<file path="config.mk">
export PLATFORM = sky130hd
export DESIGN_NAME = column_path_loader
export DESIGN_NICKNAME = d
export VERILOG_FILES = /design/src/rtl/column_path_loader.sv
export SDC_FILE = /design/constraint.sdc
export NUM_CORES = 1
export LEC_CHECK = 0
export ABC_AREA = 0
export CAP_MARGIN = 15
export CORE_MARGIN = 4
export CORE_UTILIZATION = 32
export DETAILED_ROUTE_END_ITERATION = 8
export GPL_ROUTABILITY_DRIVEN = 0
export PLACE_DENSITY_LB_ADDON = 0.15
export SLEW_MARGIN = 20
export SYNTH_ARGS = -nofsm -noshare
export SYNTH_HDL_FRONTEND = slang
export SYNTH_SLANG_ARGS = --single-unit
</file>
<file path="constraint.sdc">
create_clock -name clk_i -period 1.9 [get_ports clk_i]
set_input_delay 0.475 -clock clk_i [delete_from_list [all_inputs] [get_ports clk_i]]
set_output_delay 0.475 -clock clk_i [all_outputs]
set_load 0.01 [all_outputs]
</file>
<file path="src/rtl/column_path_loader.sv">
// Sequences clear, serial path load and run-length accumulate strobes for one node column.
// Latency: CLEAR one cycle after accept, N_NODES shift cycles, run_len load cycles, then a done pulse.
// Backpressure: cfg_ready_o is low whenever busy; an abort or reset returns the loader to IDLE.
module column_path_loader #(
    parameter int N_NODES   = 8,
    parameter int LEN_WIDTH = 8
) (
    input  logic                 clk_i,
    input  logic                 rst_i,
    input  logic                 cfg_valid_i,
    output logic                 cfg_ready_o,
    input  logic [N_NODES-1:0]   cfg_sel_i,
    input  logic [N_NODES-1:0]   cfg_en_i,
    input  logic [LEN_WIDTH-1:0] cfg_run_len_i,
    input  logic                 abort_i,
    input  logic                 c_node_i,
    output logic                 sel_mux_path_o,
    output logic                 en_adder_path_o,
    output logic                 path_node_ld_o,
    output logic                 path_node_rst_o,
    output logic                 node_rst_o,
    output logic                 node_ld_o,
    output logic                 busy_o,
    output logic                 done_o,
    output logic                 ovf_o
);
    localparam int CW = $clog2(N_NODES);

    typedef enum logic [2:0] {S_IDLE, S_CLEAR, S_SHIFT, S_RUN, S_DONE} state_t;

    state_t               state_q, state_d;
    logic [CW-1:0]        cnt_q, cnt_d;
    logic [N_NODES-1:0]   sel_q, sel_d, en_q, en_d;
    logic [LEN_WIDTH-1:0] run_q, run_d;
    logic                 ovf_d, abort_clr;
    logic                 ready_d, done_d, clr_d, path_ld_d, node_ld_d, sel_bit_d, en_bit_d;

    always_comb begin
        state_d   = state_q;
        cnt_d     = cnt_q;
        sel_d     = sel_q;
        en_d      = en_q;
        run_d     = run_q;
        ovf_d     = ovf_o;
        abort_clr = 1'b0;
        sel_bit_d = 1'b0;
        en_bit_d  = 1'b0;

        case (state_q)
            S_IDLE: begin
                if (cfg_valid_i && cfg_ready_o) begin
                    sel_d   = cfg_sel_i;
                    en_d    = cfg_en_i;
                    run_d   = cfg_run_len_i;
                    ovf_d   = 1'b0;
                    state_d = S_CLEAR;
                end
            end
            S_CLEAR: begin
                cnt_d   = '0;
                state_d = S_SHIFT;
            end
            S_SHIFT: begin
                if (cnt_q == CW'(N_NODES - 1))
                    state_d = (run_q != '0) ? S_RUN : S_DONE;
                else
                    cnt_d = cnt_q + 1'b1;
            end
            S_RUN: begin
                if (c_node_i)
                    ovf_d = 1'b1;
                run_d = run_q - 1'b1;
                if (run_q == LEN_WIDTH'(1))
                    state_d = S_DONE;
            end
            S_DONE: state_d = S_IDLE;
            default: state_d = S_IDLE;
        endcase

        if (abort_i && (state_q == S_CLEAR || state_q == S_SHIFT || state_q == S_RUN)) begin
            state_d   = S_IDLE;
            abort_clr = 1'b1;
        end

        // Outputs are decoded from the next state so they line up with the state register.
        ready_d   = (state_d == S_IDLE);
        done_d    = (state_d == S_DONE);
        node_ld_d = (state_d == S_RUN);
        path_ld_d = (state_d == S_SHIFT);
        clr_d     = (state_d == S_CLEAR) || abort_clr;

        // Top node receives the highest bit first so node k ends up with bit k.
        if (state_d == S_SHIFT) begin
            sel_bit_d = sel_q[N_NODES-1];
            en_bit_d  = en_q[N_NODES-1];
            sel_d     = {sel_q[N_NODES-2:0], 1'b0};
            en_d      = {en_q[N_NODES-2:0], 1'b0};
        end
    end

    always_ff @(posedge clk_i) begin
        if (rst_i) begin
            state_q         <= S_IDLE;
            cnt_q           <= '0;
            sel_q           <= '0;
            en_q            <= '0;
            run_q           <= '0;
            cfg_ready_o     <= 1'b1;
            busy_o          <= 1'b0;
            done_o          <= 1'b0;
            ovf_o           <= 1'b0;
            sel_mux_path_o  <= 1'b0;
            en_adder_path_o <= 1'b0;
            path_node_ld_o  <= 1'b0;
            path_node_rst_o <= 1'b0;
            node_rst_o      <= 1'b0;
            node_ld_o       <= 1'b0;
        end else begin
            state_q         <= state_d;
            cnt_q           <= cnt_d;
            sel_q           <= sel_d;
            en_q            <= en_d;
            run_q           <= run_d;
            cfg_ready_o     <= ready_d;
            busy_o          <= ~ready_d;
            done_o          <= done_d;
            ovf_o           <= ovf_d;
            sel_mux_path_o  <= sel_bit_d;
            en_adder_path_o <= en_bit_d;
            path_node_ld_o  <= path_ld_d;
            path_node_rst_o <= clr_d;
            node_rst_o      <= clr_d;
            node_ld_o       <= node_ld_d;
        end
    end
endmodule

</file>
==> summary.md, run 1 <==
| Metric | Value |
|---|---|
| Mux cell area share after synthesis | `around 2.1%` |
| Number of DRC markers in iteration 0 | `65` |
| # rows | `28` |
| Worst setup EP type | `register` |
| Pwr Density | `around 940 mW/mm2` |
| Post-Route WL | `4745 um` |
| YS warnings | `0` |
| Gate Count Post-Synth | `214` |
| Largest family of logic cells by synthesized area | `compound AO/OA/AOI/OAI gates` |
| Ports | `39` |
| Worst hold slack | `between 0.4 and 0.5 ns` |
| CTS sink count | `39` |
| DR pass1 iterations | `4` |
| CP max-delay cell | `or4_4` |
| Final max-slew violation count | `0` |
| CTS Buffer Depth | `2` |
| Synth area leaders | `dfxtp_1 (39%), a311oi_2 (10%), o21ai_2 (6.5%)` |
| Syn nets | `~250` |
| Crit start category | `register` |
| Most common cell in the synthesized netlist | `dfxtp_1` |
| Synth cell types | `47` |
| Critical path arrival | `between 2 and 2.5 ns` |
| Skew-Pair Late Insertion Delay | `around 0.3 ns` |
| Worst Hold Class | `register to register` |
| Die X | `slightly below 90 um` |
| Reg clk slew, reported paths | `about 0.090 ns` |
| Max cap viols | `0` |
| Antenna violations before repair | `0` |
| CP required | `approximately 2.1 ns` |
| Share of layout cells above drive strength 1 | `around 30%` |
| Die height | `about 87 um` |
| CTS Buf Count | `5` |
| Core box area | `0.006026 mm2` |
| Top cell type's share of synthesized area | `approximately 39%` |
| Top_reg_cell synth | `dfxtp_1` |
| Congestion Overflow GR | `0` |
| Power Total | `2615 uW` |
| Minimum clock period | `1.840 ns` |
| LEAKAGE | `0.0009902 uW` |
| H-tree Lvls | `2` |
| Post-synth top area cell | `dfxtp_1` |
| Synth cell count leaders | `dfxtp_1 (39), nor2_1 (25), nand3_1 (18)` |
| Worst slew pin tran | `0.3683 ns` |
| Post-synthesis register bit count | `39` |
| Synth Area in Simple Gates | `between 20% and 30%` |
| Antenna Cells | `0` |
| CP max stage delay | `roughly 0.56 ns` |
| First-pass GRT wire length | `just over 8000 um` |
| XOR/XNOR Fraction of Synth Area | `0%` |
| Critical path class | `register to register` |
| PortBufs | `38` |
| WL per Instance | `approximately 14 um` |
| Critical-path maximum fanout | `20` |
| Max IR drop VDD | `0.0005253 V` |
| CTS tree | `done` |
| Drt drc | `0` |
| Largest net degree at the start of global routing | `33` |
| # fillers | `about 590` |
| Nets@finish | `~300` |
| Worst reg2reg path endpoint | `en_q[4]` |
| Vias in the first global route | `between 1,500 and 2,000` |
| Die area | `between 0.007 and 0.008 mm2` |
| Post-DP HPWL | `around 3400 um` |
| Cts hold-fix bufs | `0` |
| Setup violation total in the final timing report | `0` |
| Status | `complete, no violations` |
| Crit path cell chain | `or4_4 > nor3_4 > o41a_2 > buf_12 > o21ai_2 > a311oi_2` |
| Tcrit/Tclk final | `between 90% and 100%` |
| Reg-to-reg slack, setup | `between 0.06 and 0.07 ns` |
| Post-synth EDFFs | `0` |
| Clk_skew | `0.01148 ns` |
| Reg2reg path depth | `6` |
| Worst hold start | `sel_q[7]` |
| Worst Hold Path EP | `sel_mux_path_o` |
| Root buf cell | `clkbuf_8` |
| Area Overhead vs Synth | `37.15%` |
| Post-Synth Adder-Cell Area | `between 3 and 4%` |
| Starting Density | `between 30% and 40%` |
| FFs w/ async S/R, synth | `0%` |
| WHS Path Cells | `1` |
| R2r startpoint | `run_q[2]` |
| Slew HR | `between 70% and 80%` |
| Sequential area share after synthesis | `38.64%` |
| Syn_area_per_cell | `9.442 um2` |
| Unrepaired setup endpoints after global routing | `true` |
| Final Hold Vio Count | `0` |
| Mapped Area | `0.002021 mm2` |
| Compound-gate portion of the synthesized area | `~29%` |
| Post-DRT Antenna Nets | `0` |
| GRT Total Usage | `13.50%` |
| DR vias/cell | `between 5 and 6` |
| Vias after detailed routing | `1,737` |
| Fmax | `~0.54 GHz` |
==> worst max-delay path by stage <==
| stage | start | end | slack (ns) |
|---|---|---|---|
| 5_1_grt | run_q[2] | en_q[4] | -0.007 |
| 2_1_floorplan | cnt_q[0] | en_q[2] | 0.04 |
| 4_1_cts | abort_i | en_q[4] | 0.008 |
| 3_3_place_gp | abort_i | en_q[4] | -0.26 |
| 6_report | run_q[2] | en_q[4] | 0.06 |
| 3_5_place_dp | abort_i | en_q[4] | -0.29 |
==> cells in the final DEF, fill, tap and decap left out, types with 3 or more instances in the layout <==
cell	instances
buf_12	4
a21oi_1	9
nand3_1	18
a22oi_1	3
a31oi_1	4
ha_1	3
nor2_1	25
inv_1	4
clkdlybuf4s50_1	37
buf_4	17
a311oi_2	14
nor3_1	8
dfxtp_1	37
and2_1	3
nand2_1	9
clkbuf_8	5
o21ai_2	15
==> through the flow <==
step | instance area (um2) | setup WS (ns) | instances | TNS [ns] | utilization, %
finish | 2771 | 0.06019 | 338 | 0 | 45.99
global route | 2771 | -0.006506 | 338 | -0.01192 | 45.99
CTS | 2729 | 0.007919 | 337 | 0 | 45.29
detailed placement | 2592 | -0.2861 | 329 | -5.435 | 43.02
global placement | 2592 | -0.2636 | 329 | -4.778 | 43.02
floorplan | 2021 | 0.03663 | 214 | 0 | -
==> registers in the layout, indices dropped and copies added (netlist names) <==
register / count
node_ld_o: 1
en_adder_path_o: 1
ovf_o: 1
sel_mux_path_o: 1
en_q: 8
state_q: 3
node_rst_o: 1
busy_o: 1
cfg_ready_o: 1
path_node_ld_o: 1
cnt_q: 3
sel_q: 8
done_o: 1
run_q: 8
==> report_power, final <==
group	switching [uW]	internal (uW)	leakage [uW]
combinational	376	390	0.000605
clock	320	524	0.0000644
sequential	80.4	924	0.000321
==> critical path, delay by kind of cell, from the launching register on <==
kind | cells | cell delay, ns
AO/OA/AOI/OAI | 3 | 0.50
buffers and inverters | 1 | 0.17
flip-flops | 1 | 0.32
AND/OR/NAND/NOR | 2 | 0.75
==> cells by family (layout without fill, tap and decap cells) <==
| group | Yosys count | in the layout |
|---|---|---|
| and+or+nand+nor | 80 | 80 |
| DFF | 39 | 39 |
| buffers and inverters | 23 | 72 |
| adders and majority gates | 5 | 5 |
| AOI/OAI and AO/OA | 63 | 63 |
| muxes | 4 | 4 |
==> layer usage <==
| metal | vias to the layer above | GRT usage, % | wire length, um |
|---|---|---|---|
| li1 | 899 | - | - |
| met1 | 804 | 19.14 | 2429 |
| met2 | 30 | 19.66 | 2050 |
| met3 | 4 | 4.163 | 229 |
| met4 | 0 | 3.766 | 37 |
| met5 | - | 0 | 0 |
==> cell type report <==
class                           count  area (um2)  share of cell area, %
Clock buffer                        5       68.82                  2.483
Clock inverter                      3       67.56                  2.438
Tap cell                           75       93.84                  3.386
Inverter                            4       15.01                 0.5418
Multi-Input combinational cell    152        1141                  41.17
Timing Repair Buffer               60       601.8                  21.72
Sequential cell                    39       783.3                  28.26
==> what timing repair did <==
| action | CTS | global route |
|---|---|---|
| pin swaps | 1 | 0 |
| setup endpoints to repair | 1 | 19 |
| endpoints found under the hold margin | 0 | 0 |
| buffers inserted | 0 | 1 |
| gates cloned | 0 | 0 |
| gates resized for setup | 0 | 11 |
Note: power is estimated with default switching activity, not from simulation.
==> run 2: changes to the inputs <==
--- a/config.mk
+++ b/config.mk
@@ -6,12 +6,11 @@
 export NUM_CORES = 1
 export LEC_CHECK = 0
 export ABC_AREA = 0
-export CAP_MARGIN = 15
 export CORE_MARGIN = 4
 export CORE_UTILIZATION = 32
 export DETAILED_ROUTE_END_ITERATION = 8
 export GPL_ROUTABILITY_DRIVEN = 0
-export PLACE_DENSITY_LB_ADDON = 0.15
+export PLACE_DENSITY_LB_ADDON = 0.12
 export SLEW_MARGIN = 20
 export SYNTH_ARGS = -nofsm -noshare
 export SYNTH_HDL_FRONTEND = slang
==> run 2 against run 1 <==
Compared with the run above:
- non-clock buffer count rose by 1
- combinational power rose by 1%
- critical path type unchanged
- clock-buffer cell count did not move
==> summary.md, run 2 (synthesized netlist as in run 1, its figures left out) <==
| Metric | Value |
|---|---|
| Drt drc | `0 (unchanged)` |
| Die X | `87.47 um (unchanged)` |
| Cts hold-fix bufs | `0 (unchanged)` |
| Fin worst setup slack | `0.07454 ns (+0.01435 ns)` |
| Worst Hold Class | `register to register` |
| Final max-slew violation count | `0 (unchanged)` |
| Setup violation total in the final timing report | `0 (unchanged)` |
| # rows | `28 (unchanged)` |
| Max IR drop VDD | `0.0005085 V (-3.2%)` |
| H-tree Lvls | `2 (unchanged)` |
| CP max-delay cell | `or4_4` |
| Vias in the first global route | `1,785 (+4.1%)` |
| Reg clk slew, reported paths | `0.08 ns (about the same)` |
| Cell Count Post-Placement | `331 (+0.61%)` |
| Critical-path maximum fanout | `20 (unchanged)` |
| DR vias/cell | `5.115 (-0.47%)` |
| Final Hold Vio Count | `0 (unchanged)` |
| CP required | `2.10 ns (-0.02 ns)` |
| Nets@finish | `297 (+0.34%)` |
| Crit path cell chain | `or4_4 > nor3_4 > o41a_2 > buf_12 > o21ai_2 > a311oi_2` |
| Root buf cell | `clkbuf_8` |
| CTS tree | `done` |
| Post-Route WL | `4854 um (+2.3%)` |
| Most common cell after layout, fill and taps aside | `clkdlybuf4s50_1` |
| Critical path arrival | `2.03 ns (-0.03 ns)` |
| Unrepaired setup endpoints after global routing | `true` |
| Buf/Inv on CP | `1 (unchanged)` |
| Critical path class | `register to register` |
| Setup bufs post-CTS | `0 (unchanged)` |
| Starting Density | `33.53% (unchanged)` |
| First-pass GRT wire length | `8445 um (+2.7%)` |
| Share of layout cells above drive strength 1 | `29.92% (+0.27 points)` |
| Max cap viols | `0 (unchanged)` |
| Minimum clock period | `1.825 ns (-0.01435 ns)` |
| Pwr Density | `844.3 mW/mm2 (-11%)` |
| Clk_skew | `0.005904 ns (-0.005577 ns)` |
| Fmax | `0.5478 GHz (+0.79%)` |
| Largest net degree at the start of global routing | `35 (+6.1%)` |
| Register Area | `784.5 um2 (+0.16%)` |
| Congestion Overflow GR | `0 (unchanged)` |
| Antenna Cells | `0 (unchanged)` |
| Skew-Pair Late Insertion Delay | `0.29 ns (about the same)` |
| PortBufs | `38 (unchanged)` |
| CTS sink count | `39 (unchanged)` |
| LEAKAGE | `0.0009903 uW (about the same)` |
| Status | `complete, no violations` |
| GRT Total Usage | `14.01% (+0.50 points)` |
| Worst hold slack | `0.4878 ns (+0.003109 ns)` |
| Post-DP HPWL | `3381 um (+0.12%)` |
| Crit start category | `register` |
| Core box area | `0.006026 mm2 (unchanged)` |
| Post-DRT Antenna Nets | `0 (unchanged)` |
| CP top delay family | `simple AND/OR/NAND/NOR gates` |
| DR pass1 iterations | `5 (+1)` |
| Worst slew pin tran | `0.3909 ns (+0.02261 ns)` |
| Slew HR | `73.65% (-1.5 points)` |
| Die height | `87.47 um (unchanged)` |
| Tcrit/Tclk final | `96.08% (-0.76 points)` |
| Setup TNS | `0 ns (unchanged)` |
| Largest regs | `en_q (8), run_q (8), sel_q (8)` |
| Number of DRC markers in iteration 0 | `59 (-9.2%)` |
| Vias after detailed routing | `1,734 (-0.17%)` |
| CTS Buffer Depth | `2 (unchanged)` |
| WL per Instance | `14.32 um (+2.0%)` |
| Antenna violations before repair | `0 (unchanged)` |
| Commonest non-fill, non-tap cells in the layout | `clkdlybuf4s50_1 (37), dfxtp_1 (36), nor2_1 (25)` |
| Post-layout util | `45.74% (-0.25 points)` |
| Place WS | `-0.3048 ns (-0.01864 ns)` |
| Die area | `0.007650 mm2 (unchanged)` |
| Worst setup EP type | `register` |
| Ports | `39 (unchanged)` |
| Multi-input logic area | `0.001154 mm2 (+1.1%)` |
| # fillers | `592 (+1.2%)` |
| CTS Buf Count | `5 (unchanged)` |
| Cell Count, Final, Fillers Out | `339 (+0.30%)` |
| Area Overhead vs Synth | `36.41%` |
| CP max stage delay | `0.56 ns (about the same)` |
## run 2: cell count changes in the layout (fill, tap and decap cells not counted), sizes merged
cell	before	now
clkinvlp	1	0
bufinv	2	0
clkinv	0	3
buf	22	23
## run 2: routing by layer
metal	share of wire, %	vias to the layer above	track usage [%]
met5	0	-	0
met4	1.1	0	4.184
met3	4.5	5	3.406
met2	44	30	21.58
met1	50	804	19.29
li1	-	895	-
## run 2: stage by stage
stage	power (uW)	cell area [um2]
2_1_floorplan	1505	2021
3_3_place_gp	1787	2620
3_5_place_dp	1789	2620
4_1_cts	2349	2704
5_1_grt	2486	2756
6_report	2327	2756
## run 2: report_power, final
group | total, uW | internal [uW] | switching, uW
Clock | 544 | 251 | 293
Combinational | 778 | 391 | 386
Sequential | 1010 | 925 | 80.2
Total | 2330 | 1570 | 759
## run 2: cell type report
class	instances	area share [%]
Timing Repair Buffer	61	22.70
Clock inverter	3	0.5447
Sequential cell	39	28.46
Inverter	4	0.5447
Multi-Input combinational cell	152	41.85
Tap cell	75	3.404
Clock buffer	5	2.497
## run 2: worst paths after layout
kind	cells after the start	start	slack (ns)	to
max	6	run_q[2]	0.07	en_q[4]
min	1	en_q[7]	0.49	en_adder_path_o
max reg2reg	6	run_q[2]	0.07	en_q[4]
min reg2reg	1	en_q[7]	0.49	en_adder_path_o
## run 2: worst reg2reg max path: stages (launching register included)
cell and delay (ns):
dfxtp_1 0.31, or4_4 0.56, nor3_4 0.20, o41a_2 0.18
buf_12 0.17, o21ai_2 0.09, a311oi_2 0.23
## run 2: repair_timing
action,in CTS,in global routing
gates resized for setup,0,14
pin swaps,1,1
cloned,0,0
endpoints found under the setup margin,2,21
